**config.mk**
```make
export PLATFORM = sky130hd
export DESIGN_NAME = line_draw_engine
export DESIGN_NICKNAME = d
export VERILOG_FILES = /design/src/rtl/line_draw_engine.sv
export SDC_FILE = /design/constraint.sdc
export NUM_CORES = 1
export LEC_CHECK = 0
export ABC_AREA = 1
export BUFFER_PORTS_ARGS = -buffer_cell sky130_fd_sc_hd__clkbuf_2
export CORE_MARGIN = 8
export CORE_UTILIZATION = 30
export CTS_BUF_LIST = sky130_fd_sc_hd__clkbuf_8
export CTS_CLUSTER_DIAMETER = 120
export CTS_CLUSTER_SIZE = 16
export DETAILED_ROUTE_END_ITERATION = 10
export GPL_TIMING_DRIVEN = 0
export PLACE_DENSITY_LB_ADDON = 0.2
export REMOVE_ABC_BUFFERS = 1
export SLEW_MARGIN = 15
export SYNTH_ARGS = -nofsm -noshare
export SYNTH_HDL_FRONTEND = slang
export SYNTH_SLANG_ARGS = --single-unit
export TNS_END_PERCENT = 100
```
**constraint.sdc**
```tcl
create_clock -name CLOCK_50 -period 10.43 [get_ports CLOCK_50]
set_input_delay 1.043 -clock CLOCK_50 [delete_from_list [all_inputs] [get_ports CLOCK_50]]
set_output_delay 1.043 -clock CLOCK_50 [all_outputs]
set_load 0.02 [all_outputs]
```
**src/rtl/line_draw_engine.sv**
```systemverilog
// line_draw_engine
//   Bresenham line rasteriser. Latches two endpoints and a colour when
//   `start` is seen in IDLE, then emits one pixel per clock on
//   vga_x/vga_y/vga_colour with vga_plot high, then holds `done` until
//   `start` falls.
//
// Ports:
//   CLOCK_50            system clock, rising edge
//   reset               synchronous, active-high
//   start               level request, sampled only in IDLE
//   x0, x1 [7:0]        endpoint X (unsigned)
//   y0, y1 [6:0]        endpoint Y (unsigned)
//   colour [2:0]        colour for every pixel of the line
//   vga_x [7:0]         current pixel X
//   vga_y [6:0]         current pixel Y
//   vga_colour [2:0]    latched colour
//   vga_plot            pixel write strobe
//   done                line complete, held until start falls
//
// Optional feature macro: LINE_CLIP_EN -- suppresses vga_plot for points
// outside SCREEN_W x SCREEN_H; stepping and timing are unchanged.

module line_draw_engine #(
  parameter int unsigned SCREEN_W = 160,
  parameter int unsigned SCREEN_H = 120
) (
  input  logic       CLOCK_50,
  input  logic       reset,
  input  logic       start,
  input  logic [7:0] x0,
  input  logic [7:0] x1,
  input  logic [6:0] y0,
  input  logic [6:0] y1,
  input  logic [2:0] colour,
  output logic [7:0] vga_x,
  output logic [6:0] vga_y,
  output logic [2:0] vga_colour,
  output logic       vga_plot,
  output logic       done
);

`ifdef LINE_CLIP_EN
  localparam bit CLIP_EN = 1'b1;
`else
  localparam bit CLIP_EN = 1'b0;
`endif

  typedef enum logic [1:0] {S_IDLE, S_INIT, S_DRAW, S_DONE} state_e;

  state_e             state_q, state_d;
  logic [7:0]         x_q, x_d, x1_q, x1_d;
  logic [6:0]         y_q, y_d, y1_q, y1_d;
  logic [2:0]         colour_q, colour_d;
  logic               sx_neg_q, sx_neg_d, sy_neg_q, sy_neg_d;
  logic [8:0]         dx_q, dx_d;
  logic signed [10:0] dy_q, dy_d;
  logic signed [10:0] err_q, err_d;

  logic [7:0]         abs_dx;
  logic [6:0]         abs_dy;
  logic signed [10:0] dx_ext, e2, err_step;
  logic               step_x, step_y, at_end, on_screen;

  always_comb begin
    state_d  = state_q;
    x_d      = x_q;
    y_d      = y_q;
    x1_d     = x1_q;
    y1_d     = y1_q;
    colour_d = colour_q;
    sx_neg_d = sx_neg_q;
    sy_neg_d = sy_neg_q;
    dx_d     = dx_q;
    dy_d     = dy_q;
    err_d    = err_q;

    abs_dx   = (x1_q > x_q) ? (x1_q - x_q) : (x_q - x1_q);
    abs_dy   = (y1_q > y_q) ? (y1_q - y_q) : (y_q - y1_q);
    dx_ext   = $signed({2'b00, dx_q});
    e2       = err_q <<< 1;
    at_end   = (x_q == x1_q) && (y_q == y1_q);
    step_x   = (e2 >= dy_q);
    step_y   = (e2 <= dx_ext);
    // Both adjustments are taken from the old err in the same cycle.
    err_step = err_q + (step_x ? dy_q : '0) + (step_y ? dx_ext : '0);

    unique case (state_q)
      S_IDLE: begin
        if (start) begin
          x_d      = x0;
          y_d      = y0;
          x1_d     = x1;
          y1_d     = y1;
          colour_d = colour;
          state_d  = S_INIT;
        end
      end
      S_INIT: begin
        sx_neg_d = !(x_q < x1_q);
        sy_neg_d = !(y_q < y1_q);
        dx_d     = {1'b0, abs_dx};
        dy_d     = -$signed({4'b0000, abs_dy});
        err_d    = $signed({3'b000, abs_dx}) - $signed({4'b0000, abs_dy});
        state_d  = S_DRAW;
      end
      S_DRAW: begin
        if (at_end) begin
          state_d = S_DONE;
        end else begin
          err_d = err_step;
          if (step_x) x_d = sx_neg_q ? (x_q - 8'd1) : (x_q + 8'd1);
          if (step_y) y_d = sy_neg_q ? (y_q - 7'd1) : (y_q + 7'd1);
        end
      end
      S_DONE: begin
        if (!start) state_d = S_IDLE;
      end
      default: state_d = S_IDLE;
    endcase
  end

  always_ff @(posedge CLOCK_50) begin
    if (reset) begin
      state_q  <= S_IDLE;
      x_q      <= '0;
      y_q      <= '0;
      x1_q     <= '0;
      y1_q     <= '0;
      colour_q <= '0;
      sx_neg_q <= 1'b0;
      sy_neg_q <= 1'b0;
      dx_q     <= '0;
      dy_q     <= '0;
      err_q    <= '0;
    end else begin
      state_q  <= state_d;
      x_q      <= x_d;
      y_q      <= y_d;
      x1_q     <= x1_d;
      y1_q     <= y1_d;
      colour_q <= colour_d;
      sx_neg_q <= sx_neg_d;
      sy_neg_q <= sy_neg_d;
      dx_q     <= dx_d;
      dy_q     <= dy_d;
      err_q    <= err_d;
    end
  end

  always_comb begin
    on_screen  = (32'(x_q) < SCREEN_W) && (32'(y_q) < SCREEN_H);
    vga_x      = x_q;
    vga_y      = y_q;
    vga_colour = colour_q;
    vga_plot   = (state_q == S_DRAW) && (!CLIP_EN || on_screen);
    done       = (state_q == S_DONE);
  end

endmodule

```
* Word level (Yosys, flattened, before mapping)
Cells that the tools add are included.
** Operators by class
- Add/subtract/negate cells :: 12
- Magnitude comparators :: 6
- Equality and inequality tests :: 11
- Multiplexer cells :: 20
- Reductions and logical operators :: 11
** Operators with widths (number)
- 8-bit two-way mux :: 6
- 7-bit two-way mux :: 5
- 11-bit two-way mux :: 2
- 11-bit one-hot mux with 2 select lines :: 1
- 8-bit one-hot mux with 2 select lines :: 1
- 8-bit subtractor :: 2
- 7-bit one-hot mux with 2 select lines :: 1
- 7-bit subtractor :: 2
- 11-bit adder :: 1
- 11-bit by 8-bit adder with 11-bit output :: 1
- 11-bit greater-or-equal comparator :: 1
- 11-bit by 9-bit less-or-equal comparator with 1-bit output :: 1
- 7-bit negator with 11-bit output :: 1
- 8-bit by 7-bit subtractor with 9-bit output :: 1
- 8-bit by 1-bit adder with 8-bit output (second input constant) :: 1
- 8-bit equality test :: 1
- 8-bit greater-than comparator :: 1
- 8-bit less-than comparator :: 1
- 2-bit one-hot mux with 4 select lines :: 1
- 4-bit AND reduction :: 2
- 8-bit by 1-bit subtractor with 8-bit output (second input constant) :: 1
- 7-bit by 1-bit adder with 7-bit output (second input constant) :: 1
- 7-bit equality test :: 1
- 7-bit greater-than comparator :: 1
- other kinds (13) :: 23
** Storage, ports and cells
- Bits in registers :: 67
- Input port bits :: 36
- Output and inout port bits :: 20
- Logic and storage cells :: 71

* Logic depth before layout (Yosys ltp)
Gate-level depths: netlist of run 1.
- Word-level depth :: 6
- Gate-level depth with buffers :: 25
- Gate-level depth less buffers :: 25

* Worst setup path after synthesis of run 1
OpenSTA, ideal clock, no wires.
- Kind :: reg2reg
- From :: reg dx_q[6]
- To :: reg err_q[7]
- Setup time :: 0.071 ns
- Data arrival time :: 3.257 ns
- Required time :: 10.359 ns
- Slack :: 7.101 ns
- Stages on the path, launching flop included :: 23
- Buffers on the path :: 0
- Clock period less this slack :: 3.329 ns
- Path through :: dfxtp_1 > inv_1 > ha_1 > nand2_1 > nor4_1 > nand3_1 > and3_1 > inv_1 > nand2_1 > inv_1 > fa_1 > ha_1 > fa_1 > nand3_1 > nand3_1 > nand2_1 > nand2_1 > a21oi_1 > or2_2 > nand3_1 > nand2_1 > nand2_1 > a21oi_1
** On the way
- Word-level cells in the longest chain between the ends :: 5
** RTL lines
- from (decl) :: RTL line 55 : logic [8:0] dx_q, dx_d;
- from (signal assigned) :: RTL line 132 : dx_q <= '0;
- from (signal assigned) :: RTL line 144 : dx_q <= dx_d;
- 11-bit by 9-bit less-or-equal comparator with 1-bit output :: RTL line 83 : step_y = (e2 <= dx_ext);
- 8-bit two-way mux (*) :: RTL line 85 : err_step = err_q + (step_x ? dy_q : '0) + (step_y ? dx_ext : '0);
- 11-bit by 8-bit adder with 11-bit output (*) :: RTL line 85
- 11-bit two-way mux (*) :: RTL line 107 : if (at_end) begin
- 11-bit one-hot mux with 2 select lines (*) :: RTL line 87 : unique case (state_q)
- to (signal assigned) :: RTL line 146 : err_q <= err_d;
- to (decl) :: RTL line 57 : logic signed [10:0] err_q, err_d;
Mark *: on every way between the ends. The rest lies on a longest branch, timed or not. The select of a mux whose other input is x is not followed.
A chain may end at the register's enable or synchronous reset.

* Worst setup path after layout of run 1
- From :: reg dx_q[7]
- To :: reg err_q[7]
The elaborated chain is that of the path after synthesis.

==> results of run 1 <==
-- worst min-delay path, stage by stage, from the launching register on --
cell,delay [ns]
sky130_fd_sc_hd__dfxtp_1,0.32
sky130_fd_sc_hd__nand2_1,0.06
sky130_fd_sc_hd__a21oi_1,0.05
-- final timing paths --
| path | from | to | slack (ns) | cells after the start |
|---|---|---|---|---|
| max reg2reg | dx_q[7] | err_q[7] | 6.49 | 23 |
| min | dy_q[10] | dy_q[10] | 0.46 | 2 |
| min reg2reg | dy_q[10] | dy_q[10] | 0.46 | 2 |
| max | dx_q[7] | err_q[7] | 6.49 | 23 |
-- sequential cells by signal (all words and copies together) (netlist names) --
signal and count:
sy_neg_q 1, dx_q 8, vga_y 7, dy_q 11, err_q 10, state_q 2
y1_q 7, sx_neg_q 1, vga_colour 3, vga_x 8, x1_q 8
-- layer usage --
metal	share of wire (%)	up-vias	wire length, um
met1	52	2582	8970
met5	0	-	0
met3	2.7	14	470
li1	-	3166	-
met2	44	93	7700
met4	1.3	0	227
-- cells by family (layout without fill, tap and decap cells) --
logic type / Yosys count / in the layout
flops: 66 / 66
fa+ha+maj: 95 / 95
compound gates: 204 / 204
simple gates: 372 / 372
xor+xnor: 27 / 27
buf+inv: 189 / 237
-- stage by stage --
stage	hold WS (ns)	instance area [sq um]	setup WS, ns
finish	0.465	7120	6.49
CTS	0.469	7120	6.51
detailed placement	0.455	6880	6.54
global route	0.484	7120	6.13
global placement	0.454	6860	6.50
floorplan	0.439	6240	7.10
-- cells in the mapped netlist (2+ instances only) --
library cell                 n
sky130_fd_sc_hd__buf_2       5
sky130_fd_sc_hd__nor2_1     66
sky130_fd_sc_hd__o21ai_1     2
sky130_fd_sc_hd__buf_6       3
sky130_fd_sc_hd__a211oi_2    4
sky130_fd_sc_hd__nand4_1    13
sky130_fd_sc_hd__inv_1     157
sky130_fd_sc_hd__a21o_1      3
sky130_fd_sc_hd__a21oi_1    92
sky130_fd_sc_hd__a211oi_1    2
sky130_fd_sc_hd__xor2_1     21
sky130_fd_sc_hd__dfxtp_1    66
sky130_fd_sc_hd__inv_2       6
sky130_fd_sc_hd__xnor2_1     6
sky130_fd_sc_hd__nand3b_1    9
sky130_fd_sc_hd__or2_2       4
sky130_fd_sc_hd__nand2_2    10
sky130_fd_sc_hd__o211ai_1    4
sky130_fd_sc_hd__nand2_1   217
sky130_fd_sc_hd__o21ai_0    79
sky130_fd_sc_hd__nor4_1      3
sky130_fd_sc_hd__nand3_1    34
sky130_fd_sc_hd__o21ai_2     2
sky130_fd_sc_hd__fa_1       16
sky130_fd_sc_hd__nor2_4      3
sky130_fd_sc_hd__nor3_1      3
sky130_fd_sc_hd__nor2_2      5
sky130_fd_sc_hd__ha_1       79
sky130_fd_sc_hd__clkbuf_1   16
sky130_fd_sc_hd__a31oi_1     7
sky130_fd_sc_hd__o221ai_1    3
sky130_fd_sc_hd__nand2_4     2
-- area by class of cell --
| cell class | count | area share (%) |
|---|---|---|
| clock buffer | 9 | 1.74 |
| clock inverter | 7 | 1.76 |
| inverter | 165 | 8.73 |
| multi-input combinational | 698 | 60.3 |
| sequential | 66 | 18.5 |
| tap | 275 | 4.83 |
| timing repair buffer | 56 | 4.14 |
==> results by group, run 1 <==
Outcome
  • Status: finished, final reports clean

Yosys
  • Top area cells in the synthesized netlist: sky130_fd_sc_hd__dfxtp_1, sky130_fd_sc_hd__ha_1, sky130_fd_sc_hd__nand2_1
  • Multiplexer share of the synthesized area: 0%
  • Post-synth EDFFs: 0
  • Share of the synthesized netlist area taken by xor and xnor gates: 3.72%
  • Synthesized area per cell: 6.67 sq um
  • Synthesized-area fraction occupied by ao, oa, aoi and oai cells: 17.8%
  • Top-area cell type share of the netlist area: 20.8%
  • Top flip-flop cell by instance count after synthesis: sky130_fd_sc_hd__dfxtp_1
  • Dominant combinational cell family by area after synthesis: simple AND/OR/NAND/NOR gates
  • Share of synthesized cell area in and, or, nand and nor gates: 25.5%
  • Post-Synthesis Cell Area: 6350 sq um
  • Fraction of the yosys area taken by sequential cells: 20.8%
  • Yosys warnings: 0
  • Post-synthesis cell count: 953
  • Post-synth top area cell: sky130_fd_sc_hd__dfxtp_1
  • Adder-cell area share of the yosys netlist: 20.6%
  • #FFs+latches synth: 66
  • Share of async-settable or async-resettable flops after synthesis: 0%
  • Netlist cell types: 43

Global route
  • Largest net degree at the start of global routing: 38
  • Number of global-route vias before repair: 5594
  • GRT Total Usage: 13.6%
  • Layer with the highest usage: met2
  • Met3 demand-to-capacity share in global routing: 1.65%
  • Wire length of the first global-routing pass: 28.8 mm
  • Initial antenna violation count: 0
  • Met1 GRT Util: 18.7%
  • Sum of overflow across all layers after global routing: 0
  • Global Route met2 Usage: 21.8%

Clock tree
  • Post-cts sizing count: 0
  • Buffer count from post-CTS setup fixing: 0
  • Clock insertion delay at the later pin of the skew report: 0.38 ns
  • Max H-tree Level: 3
  • Cell at the root of the clock tree: sky130_fd_sc_hd__clkbuf_8
  • Clock-pin slew on the worst setup and hold paths: 0.09 ns
  • TritonCTS clock tree: built
  • Clock buffer depth: 2
  • Total number of clock tree sinks: 66
  • Hold bufs inserted after CTS: 0
  • Number of buffers created by CTS: 9

Timing
  • Slew Limit Fails: 0
  • Crit path time final: 3.94 ns
  • Setup clock skew after layout: 0.0139 ns
  • Slew Limit Headroom: 26.0%
  • Endpoints failing hold: 0
  • Worst Tran Pin Value: 1.11 ns
  • Number of setup violations in the final report: 0
  • Achievable clock frequency: 254 MHz
  • Setup TNS after final layout: 0 ns
  • Final worst path period share: 37.7%
  • Unrepaired setup endpoints after global routing: no

Layout
  • Layout cells sized above 1: 11.4%
  • Total area of sequential cells: 1320 sq um
  • Post-layout instance count excluding filler cells: 1276
  • Number of antenna cells inserted: 0
  • Commonest cells after routing, fill and taps aside: sky130_fd_sc_hd__nand2_1, sky130_fd_sc_hd__inv_1, sky130_fd_sc_hd__a21oi_1, sky130_fd_sc_hd__o21ai_0, sky130_fd_sc_hd__ha_1
  • Fill cell instance count of the final layout: 2358
  • Area used by multi-input combinational logic: 4290 sq um
  • # nets final: 1127
  • Synth-to-Final Area Change: 12.1%
  • Util after Layout: 34.1%
  • Most frequent standard cell in the layout excluding fill and tap cells: sky130_fd_sc_hd__nand2_1

Worst setup path
  • Critical Setup Path Class: reg2reg
  • Type of element capturing the critical path: register
  • Cell family with most CP delay: simple AND/OR/NAND/NOR gates
  • Cell with the largest stage delay on the worst path: sky130_fd_sc_hd__fa_1
  • Crit path buf inv count: 4
  • CP startpoint kind: register
  • Max stage delay on crit path: 0.43 ns
  • Series of cell instances along the critical path: inv_1 > ha_1 > inv_1 > nor4_1 > nand3_1 > nand3_1 > and3_1 > inv_1 > nand2_1 > inv_1 > fa_1 > ha_1 > fa_1 > nand3_1 > nand3_1 > nand2_1 > nand2_1 > a21oi_1 > or2_2 > nand3_1 > nand2_1 > nand2_1 > a21oi_1
  • Signal arrival time at the worst endpoint: 4.24 ns
  • Max Fanout on Critical Path: 8
  • Critical path required time: 10.74 ns

Floorplan
  • Io pins: 56
  • Vert. Die Dim: 162 um
  • CORE AREA: 20900 sq um
  • Site row count: 53
  • Full die area: 26100 sq um
  • Initial Util: 30.4%
  • Die extent in x: 162 um

Drt
  • Drt initial violations: 247
  • ANT nets after route: 0
  • Number of vias per cell: 4.59
  • Final routed wirelength across all metal layers: 17.4 mm
  • Number of iterations in the first detailed-routing pass: 5
  • Average routed wire per standard cell: 13.6 um
  • Total number of vias: 5855
  • Count of unresolved DRC violations after routing: 0

Hold path
  • Path category of the worst min-delay check: reg2reg

Flow run
  • Total of max-cap violations: 0

Placed design
  • Routability congestion estimate from global placement: 0.840
  • HPWL after detailed placement: 13.8 mm
  • Port Buffers: 55
  • Inst Count DP: 1260
Power of run 1 is not shown: default switching activity piles up to over one toggle a cycle in this logic, so the estimate is an artifact.
==> run 2: changes to the inputs <==
--- a/config.mk
+++ b/config.mk
@@ -5,7 +5,7 @@
 export SDC_FILE = /design/constraint.sdc
 export NUM_CORES = 1
 export LEC_CHECK = 0
-export ABC_AREA = 1
+export ABC_AREA = 0
 export BUFFER_PORTS_ARGS = -buffer_cell sky130_fd_sc_hd__clkbuf_2
 export CORE_MARGIN = 8
 export CORE_UTILIZATION = 30
==> constraint.sdc (replaced) <==
create_clock -name CLOCK_50 -period 3.9 [get_ports CLOCK_50]
set_input_delay 0.39 -clock CLOCK_50 [delete_from_list [all_inputs] [get_ports CLOCK_50]]
set_output_delay 0.39 -clock CLOCK_50 [all_outputs]
set_load 0.02 [all_outputs]
==> run 2 against run 1 <==
The run now ends with setup timing left; clock skew about the same; synthesized cell count down 24%; die area shrank 7.3%; core utilization grew 1.9 points; critical endpoint is now err_q[9]; highest routed layer unchanged; register-to-register slack worse by 6.7 ns; global-route usage up 0.086 points; wire length down 9.5%.
==> results by group, run 2 <==
Yosys
  • Dominant combinational cell family by area after synthesis: compound AO/OA/AOI/OAI gates
  • Share of synthesized cell area in and, or, nand and nor gates: 15.6%
  • Post-synthesis cell count: 724
  • Share of the synthesized netlist area taken by xor and xnor gates: 5.23%
  • #FFs+latches synth: 66
  • Fraction of the yosys area taken by sequential cells: 22.6%
  • Synthesized-area fraction occupied by ao, oa, aoi and oai cells: 23.3%
  • Post-synth EDFFs: 0
  • Synthesized area per cell: 8.07 sq um
  • Share of async-settable or async-resettable flops after synthesis: 0%
  • Netlist cell types: 65
  • Top area cells in the synthesized netlist: sky130_fd_sc_hd__dfxtp_1, sky130_fd_sc_hd__ha_1, sky130_fd_sc_hd__fa_1
  • Multiplexer share of the synthesized area: 3.83%
  • Adder-cell area share of the yosys netlist: 22.4%
  • Yosys warnings: 0
  • Leading post-synthesis cells by instance count: sky130_fd_sc_hd__ha_1, sky130_fd_sc_hd__inv_1, sky130_fd_sc_hd__nand2_1
  • Post-Synthesis Cell Area: 5840 sq um
  • Top flip-flop cell by instance count after synthesis: sky130_fd_sc_hd__dfxtp_1
  • Top-area cell type share of the netlist area: 22.6%
  • Post-synth top area cell: sky130_fd_sc_hd__dfxtp_1
  • Count leader, synth: sky130_fd_sc_hd__ha_1

Placed design
  • Inst Count DP: 1016
  • Routability congestion estimate from global placement: 0.866
  • HPWL after detailed placement: 11.9 mm
  • Port Buffers: 55

Timing
  • Slew Limit Headroom: 27.0%
  • Crit path time final: 4.12 ns
  • Worst Setup Slack, final: -0.216 ns
  • Unrepaired setup endpoints after global routing: yes
  • Number of setup violations in the final report: 3
  • Slew Limit Fails: 0
  • Final worst path period share: 106%
  • Worst Tran Pin Value: 1.10 ns
  • Endpoints failing hold: 0
  • Worst Hold Margin: 0.244 ns
  • Setup clock skew after layout: 0.0140 ns
  • Achievable clock frequency: 243 MHz
  • Setup TNS after final layout: -0.331 ns

Floorplan
  • Full die area: 24200 sq um
  • Io pins: 56
  • Site row count: 51
  • Vert. Die Dim: 156 um
  • Initial Util: 30.3%
  • CORE AREA: 19300 sq um
  • Die extent in x: 156 um

Worst setup path
  • Signal arrival time at the worst endpoint: 4.41 ns
  • R2R depth: 21
  • Critical path required time: 4.19 ns
  • Series of cell instances along the critical path: inv_2 > ha_4 > a21o_1 > a21o_1 > a2111oi_4 > nor2_1 > nor2_1 > o21a_1 > nor2_4 > nor2_2 > fa_1 > ha_2 > fa_2 > a21o_1 > a21oi_2 > o21ai_2 > o41ai_2 > xnor2_1 > and3_1 > o21ai_2 > a211oi_2
  • Worst setup slack for register-to-register paths: -0.22 ns
  • Source of the worst register-to-register timing path: dx_q[2]
  • Type of element capturing the critical path: register
  • Most numerous cell on the critical path: sky130_fd_sc_hd__a21o_1
  • Max Fanout on Critical Path: 3
  • Critical path origin: dx_q[2]
  • CP startpoint kind: register
  • Crit path buf inv count: 1
  • Critical Setup Path Class: reg2reg
  • Cell with the largest stage delay on the worst path: sky130_fd_sc_hd__fa_1
  • Cell family with most CP delay: compound AO/OA/AOI/OAI gates
  • Worst reg2reg endpoint: err_q[9]
  • Max stage delay on crit path: 0.40 ns

Drt
  • Drt initial violations: 174
  • ANT nets after route: 0
  • Average routed wire per standard cell: 14.9 um
  • Count of unresolved DRC violations after routing: 0
  • Total number of vias: 5036
  • Number of iterations in the first detailed-routing pass: 4
  • Number of vias per cell: 4.79
  • Final routed wirelength across all metal layers: 15.7 mm

Layout
  • Most frequent standard cell in the layout excluding fill and tap cells: sky130_fd_sc_hd__inv_1
  • Commonest cells after routing, fill and taps aside: sky130_fd_sc_hd__inv_1, sky130_fd_sc_hd__ha_1, sky130_fd_sc_hd__nand2_1, sky130_fd_sc_hd__nor2_1, sky130_fd_sc_hd__dfxtp_1
  • Synth-to-Final Area Change: 18.7%
  • Layout cells sized above 1: 18.8%
  • # nets final: 913
  • Post-layout instance count excluding filler cells: 1052
  • Number of antenna cells inserted: 0
  • Largest registers: dy_q (11), err_q (10)
  • Flip-flop count of the largest register, all copies and words added: 11
  • Largest register by flop count: dy_q

Hold path
  • Startpoint of the lowest-slack hold path: y1[0]
  • Path category of the worst min-delay check: in2reg
  • Cell count of the worst hold path: 3
  • Hold Path End: y1_q[0]

Clock tree
  • Clock buffer depth: 2
  • Cell at the root of the clock tree: sky130_fd_sc_hd__clkbuf_8
  • Number of buffers created by CTS: 9
  • Clock-pin slew on the worst setup and hold paths: 0.08 ns
  • Total number of clock tree sinks: 66
  • Hold bufs inserted after CTS: 0
  • Max H-tree Level: 3
  • Clock insertion delay at the later pin of the skew report: 0.36 ns
  • TritonCTS clock tree: built

Global route
  • Number of global-route vias before repair: 5077
  • Wire length of the first global-routing pass: 26.6 mm
  • Initial antenna violation count: 0
  • Largest net degree at the start of global routing: 65
  • GRT Total Usage: 13.7%
  • Sum of overflow across all layers after global routing: 0

Flow run
  • Total of max-cap violations: 0

Outcome
  • Failing checks: setup timing
  • Status: finished, violations left
-- run 2: cells by family after synthesis --
logic type / after synthesis
compound gates: 200
fa+ha+maj: 95
mux: 22
xor+xnor: 34
buf+inv: 106
flops: 66
simple gates: 201
-- run 2: per-stage QoR --
step	instance area [sq um]	setup WS, ns	utilization, %
2_1_floorplan	5720	-0.564	-
3_3_place_gp	6320	-1.21	32.8
3_5_place_dp	6380	-1.12	33.1
4_1_cts	6880	-0.363	35.7
5_1_grt	6940	-0.535	36.0
6_report	6940	-0.216	36.0
-- run 2: how the worst max path moves through the flow --
stage	end	slack, ns	cells past startpoint
floorplan	err_q[9]	-0.56	21
global placement	err_q[9]	-1.21	21
detailed placement	err_q[9]	-1.12	21
CTS	err_q[9]	-0.36	21
global route	err_q[9]	-0.54	21
finish	err_q[9]	-0.22	21
-- run 2: layout make-up --
type                       count  area, sq um
clock inverter                 6         57.6
tap                          265          332
sequential                    66         1330
timing repair buffer          77          475
fill                        2063        12300
multi-input combinational    552         4320
inverter                      76          285
clock buffer                  10          138
-- run 2: timing repair --
item                                    CTS  global route
endpoints found under the setup margin    8             6
pin swaps                                24            11
resized for setup                        41            15
gates cloned                              0             0
setup buffers                            21             5
-- run 2: tightest hold or removal path, cell delays in order --
cell                       delay, ns
sky130_fd_sc_hd__clkbuf_2       0.08
sky130_fd_sc_hd__nand2_1        0.04
sky130_fd_sc_hd__a21oi_1        0.05
-- run 2: metal layers --
layer	GRT usage (%)	part of all wire (%)	wire (um)
met1	18.3	51	8060
met2	22.2	45	7000
met3	1.72	2.6	406
met4	4.90	1.6	256
met5	0	0	0
Power of run 2 is left out for the same reason.
==> run 3: changes to the inputs <==
--- a/config.mk
+++ b/config.mk
@@ -8,7 +8,7 @@
 export ABC_AREA = 0
 export BUFFER_PORTS_ARGS = -buffer_cell sky130_fd_sc_hd__clkbuf_2
 export CORE_MARGIN = 8
-export CORE_UTILIZATION = 30
+export CORE_UTILIZATION = 55
 export CTS_BUF_LIST = sky130_fd_sc_hd__clkbuf_8
 export CTS_CLUSTER_DIAMETER = 120
 export CTS_CLUSTER_SIZE = 16
==> run 3 against run 2 <==
The run still ends with setup timing left; clock skew shrank 0.0039 ns; critical path depth unchanged; register-to-register slack worse by 0.23 ns; core utilization rose by 28 points; highest routed layer unchanged.
==> results by group, run 3 (synthesis gave the netlist of run 2 again) <==
Layout
  • Number of antenna cells inserted: 0
  • # nets final: 905
  • Fill cell instance count of the final layout: 897
  • Layout cells sized above 1: 16.3%
  • Synth-to-Final Area Change: 13.0%
  • Largest registers: dy_q (11), err_q (10)
  • Commonest cells after routing, fill and taps aside: sky130_fd_sc_hd__inv_1, sky130_fd_sc_hd__ha_1, sky130_fd_sc_hd__nand2_1, sky130_fd_sc_hd__nor2_1, sky130_fd_sc_hd__dfxtp_1
  • Largest register by flop count: dy_q
  • Flip-flop count of the largest register, all copies and words added: 11

Drt
  • Top layer reached by signal wires: met4
  • Number of iterations in the first detailed-routing pass: 5
  • Drt initial violations: 388
  • Total length of routed met3 wires: 735 um
  • Met1 WL: 6.83 mm
  • ANT nets after route: 0
  • Total number of vias: 5286
  • Met2 WL: 7.14 mm
  • Average routed wire per standard cell: 16.5 um
  • Final routed wirelength across all metal layers: 15.1 mm
  • Number of vias per cell: 5.78
  • Count of unresolved DRC violations after routing: 0

Worst setup path
  • Signal arrival time at the worst endpoint: 4.62 ns
  • Max Fanout on Critical Path: 4
  • Cell family with most CP delay: compound AO/OA/AOI/OAI gates
  • Critical Setup Path Class: reg2reg
  • Max stage delay on crit path: 0.44 ns
  • Cell depth of the worst setup path: 21
  • Critical path origin: dx_q[2]
  • Type of element capturing the critical path: register
  • Worst reg2reg endpoint: err_q[9]
  • R2R depth: 21
  • Cell with the largest stage delay on the worst path: sky130_fd_sc_hd__fa_1
  • Last element of the critical path: err_q[9]
  • CP startpoint kind: register
  • Series of cell instances along the critical path: inv_2 > ha_4 > a21o_1 > a21o_1 > a2111oi_4 > nor2_1 > nor2_1 > o21a_1 > nor2_4 > buf_4 > nor2_1 > fa_1 > ha_1 > a21o_1 > a21oi_2 > o21ai_2 > o41ai_2 > xnor2_1 > and3_1 > o21ai_1 > a211oi_1
  • Critical path required time: 4.17 ns
  • Source of the worst register-to-register timing path: dx_q[2]
  • Crit path buf inv count: 2
  • Worst setup slack for register-to-register paths: -0.45 ns

Outcome
  • Status: finished, violations left
  • Failing checks: setup timing

Placed design
  • Port Buffers: 55
  • Minimum setup slack after placement: -1.15 ns
  • HPWL after detailed placement: 11.2 mm
  • Routability congestion estimate from global placement: 0.895

Global route
  • Sum of overflow across all layers after global routing: 0
  • Wire length of the first global-routing pass: 25.3 mm
  • Initial antenna violation count: 0
  • Largest net degree at the start of global routing: 69
  • GRT Total Usage: 21.5%
  • Number of global-route vias before repair: 5407

Timing
  • Crit path time final: 4.35 ns
  • Endpoints failing hold: 0
  • Unrepaired setup endpoints after global routing: yes
  • Worst Tran Pin Value: 1.08 ns
  • Worst Setup Slack, final: -0.446 ns
  • Slew Limit Headroom: 27.6%
  • Setup clock skew after layout: 0.0101 ns
  • Achievable clock frequency: 230 MHz
  • Number of setup violations in the final report: 5
  • Final worst path period share: 111%
  • Slew Limit Fails: 0

Floorplan
  • Die extent in x: 119 um
  • CORE AREA: 10300 sq um
  • Full die area: 14200 sq um
  • Site row count: 37
  • Io pins: 56
  • Initial Util: 56.6%
  • Vert. Die Dim: 119 um

Hold path
  • Path category of the worst min-delay check: in2reg
  • Startpoint of the lowest-slack hold path: y1[1]

Flow run
  • Total of max-cap violations: 0

Clock tree
  • Cell at the root of the clock tree: sky130_fd_sc_hd__clkbuf_8
  • Hold bufs inserted after CTS: 0
  • Clock insertion delay at the later pin of the skew report: 0.36 ns
  • Total number of clock tree sinks: 66
  • Max H-tree Level: 3
  • Clock buffer depth: 2
  • Clock-pin slew on the worst setup and hold paths: 0.08 ns
  • Number of buffers created by CTS: 9
  • TritonCTS clock tree: built
run 3: changes by cell type in the layout (fill, tap and decap cells not counted), moves of 2 or more:
| cell | delta |
|---|---|
| sky130_fd_sc_hd__o21ai_2 | -2 |
| sky130_fd_sc_hd__buf_4 | -6 |
| sky130_fd_sc_hd__clkbuf_8 | +2 |
| sky130_fd_sc_hd__o21ai_0 | +2 |
| sky130_fd_sc_hd__ha_1 | +2 |
| sky130_fd_sc_hd__a211oi_1 | +2 |
| sky130_fd_sc_hd__a211oi_2 | -2 |
run 3: what timing repair did:
item,CTS,global route
gates resized for setup,35,3
setup endpoints to repair,8,6
pin swaps,24,7
setup buffers,19,1
run 3: area by class of cell:
class / count / area [sq um] / area share (%)
Timing Repair Buffer: 69 / 383 / 5.80
Sequential cell: 66 / 1330 / 20.2
Inverter: 76 / 285 / 4.32
Tap cell: 136 / 170 / 2.58
Clock inverter: 4 / 17.5 / 0.265
Multi-Input combinational cell: 552 / 4250 / 64.3
Clock buffer: 12 / 165 / 2.50
run 3: worst min path at each step:
| stage | to | slack, ns | cells past startpoint |
|---|---|---|---|
| 3_5_place_dp | vga_colour[1] | 0.45 | 2 |
| 6_report | y1_q[1] | 0.25 | 3 |
| 2_1_floorplan | dy_q[10] | 0.44 | 2 |
| 4_1_cts | y1_q[6] | 0.23 | 3 |
| 3_3_place_gp | vga_colour[2] | 0.44 | 2 |
| 5_1_grt | y1_q[4] | 0.24 | 3 |
run 3: metal layers:
| layer | vias to the layer above | global-route usage (%) |
|---|---|---|
| met1 | 2488 | 26.3 |
| li1 | 2625 | - |
| met3 | 32 | 4.20 |
| met4 | 0 | 9.33 |
| met5 | - | 0 |
| met2 | 141 | 36.0 |
run 3: stage by stage:
stage	util (%)	std cells	hold WS [ns]	TNS, ns	instance area, sq um
6_report	64.0	915	0.247	-1.18	6600
3_3_place_gp	59.7	885	0.442	-2.89	6160
2_1_floorplan	-	694	0.443	-0.778	5720
5_1_grt	64.0	915	0.241	-2.18	6600
3_5_place_dp	59.7	885	0.447	-3.78	6170
4_1_cts	64.2	920	0.235	-1.07	6630
run 3: worst min-delay path, stage by stage:
cell and delay, ns:
sky130_fd_sc_hd__clkbuf_2 0.08, sky130_fd_sc_hd__nand2_1 0.04, sky130_fd_sc_hd__a21oi_1 0.05
Power of run 3 is left out for the same reason.
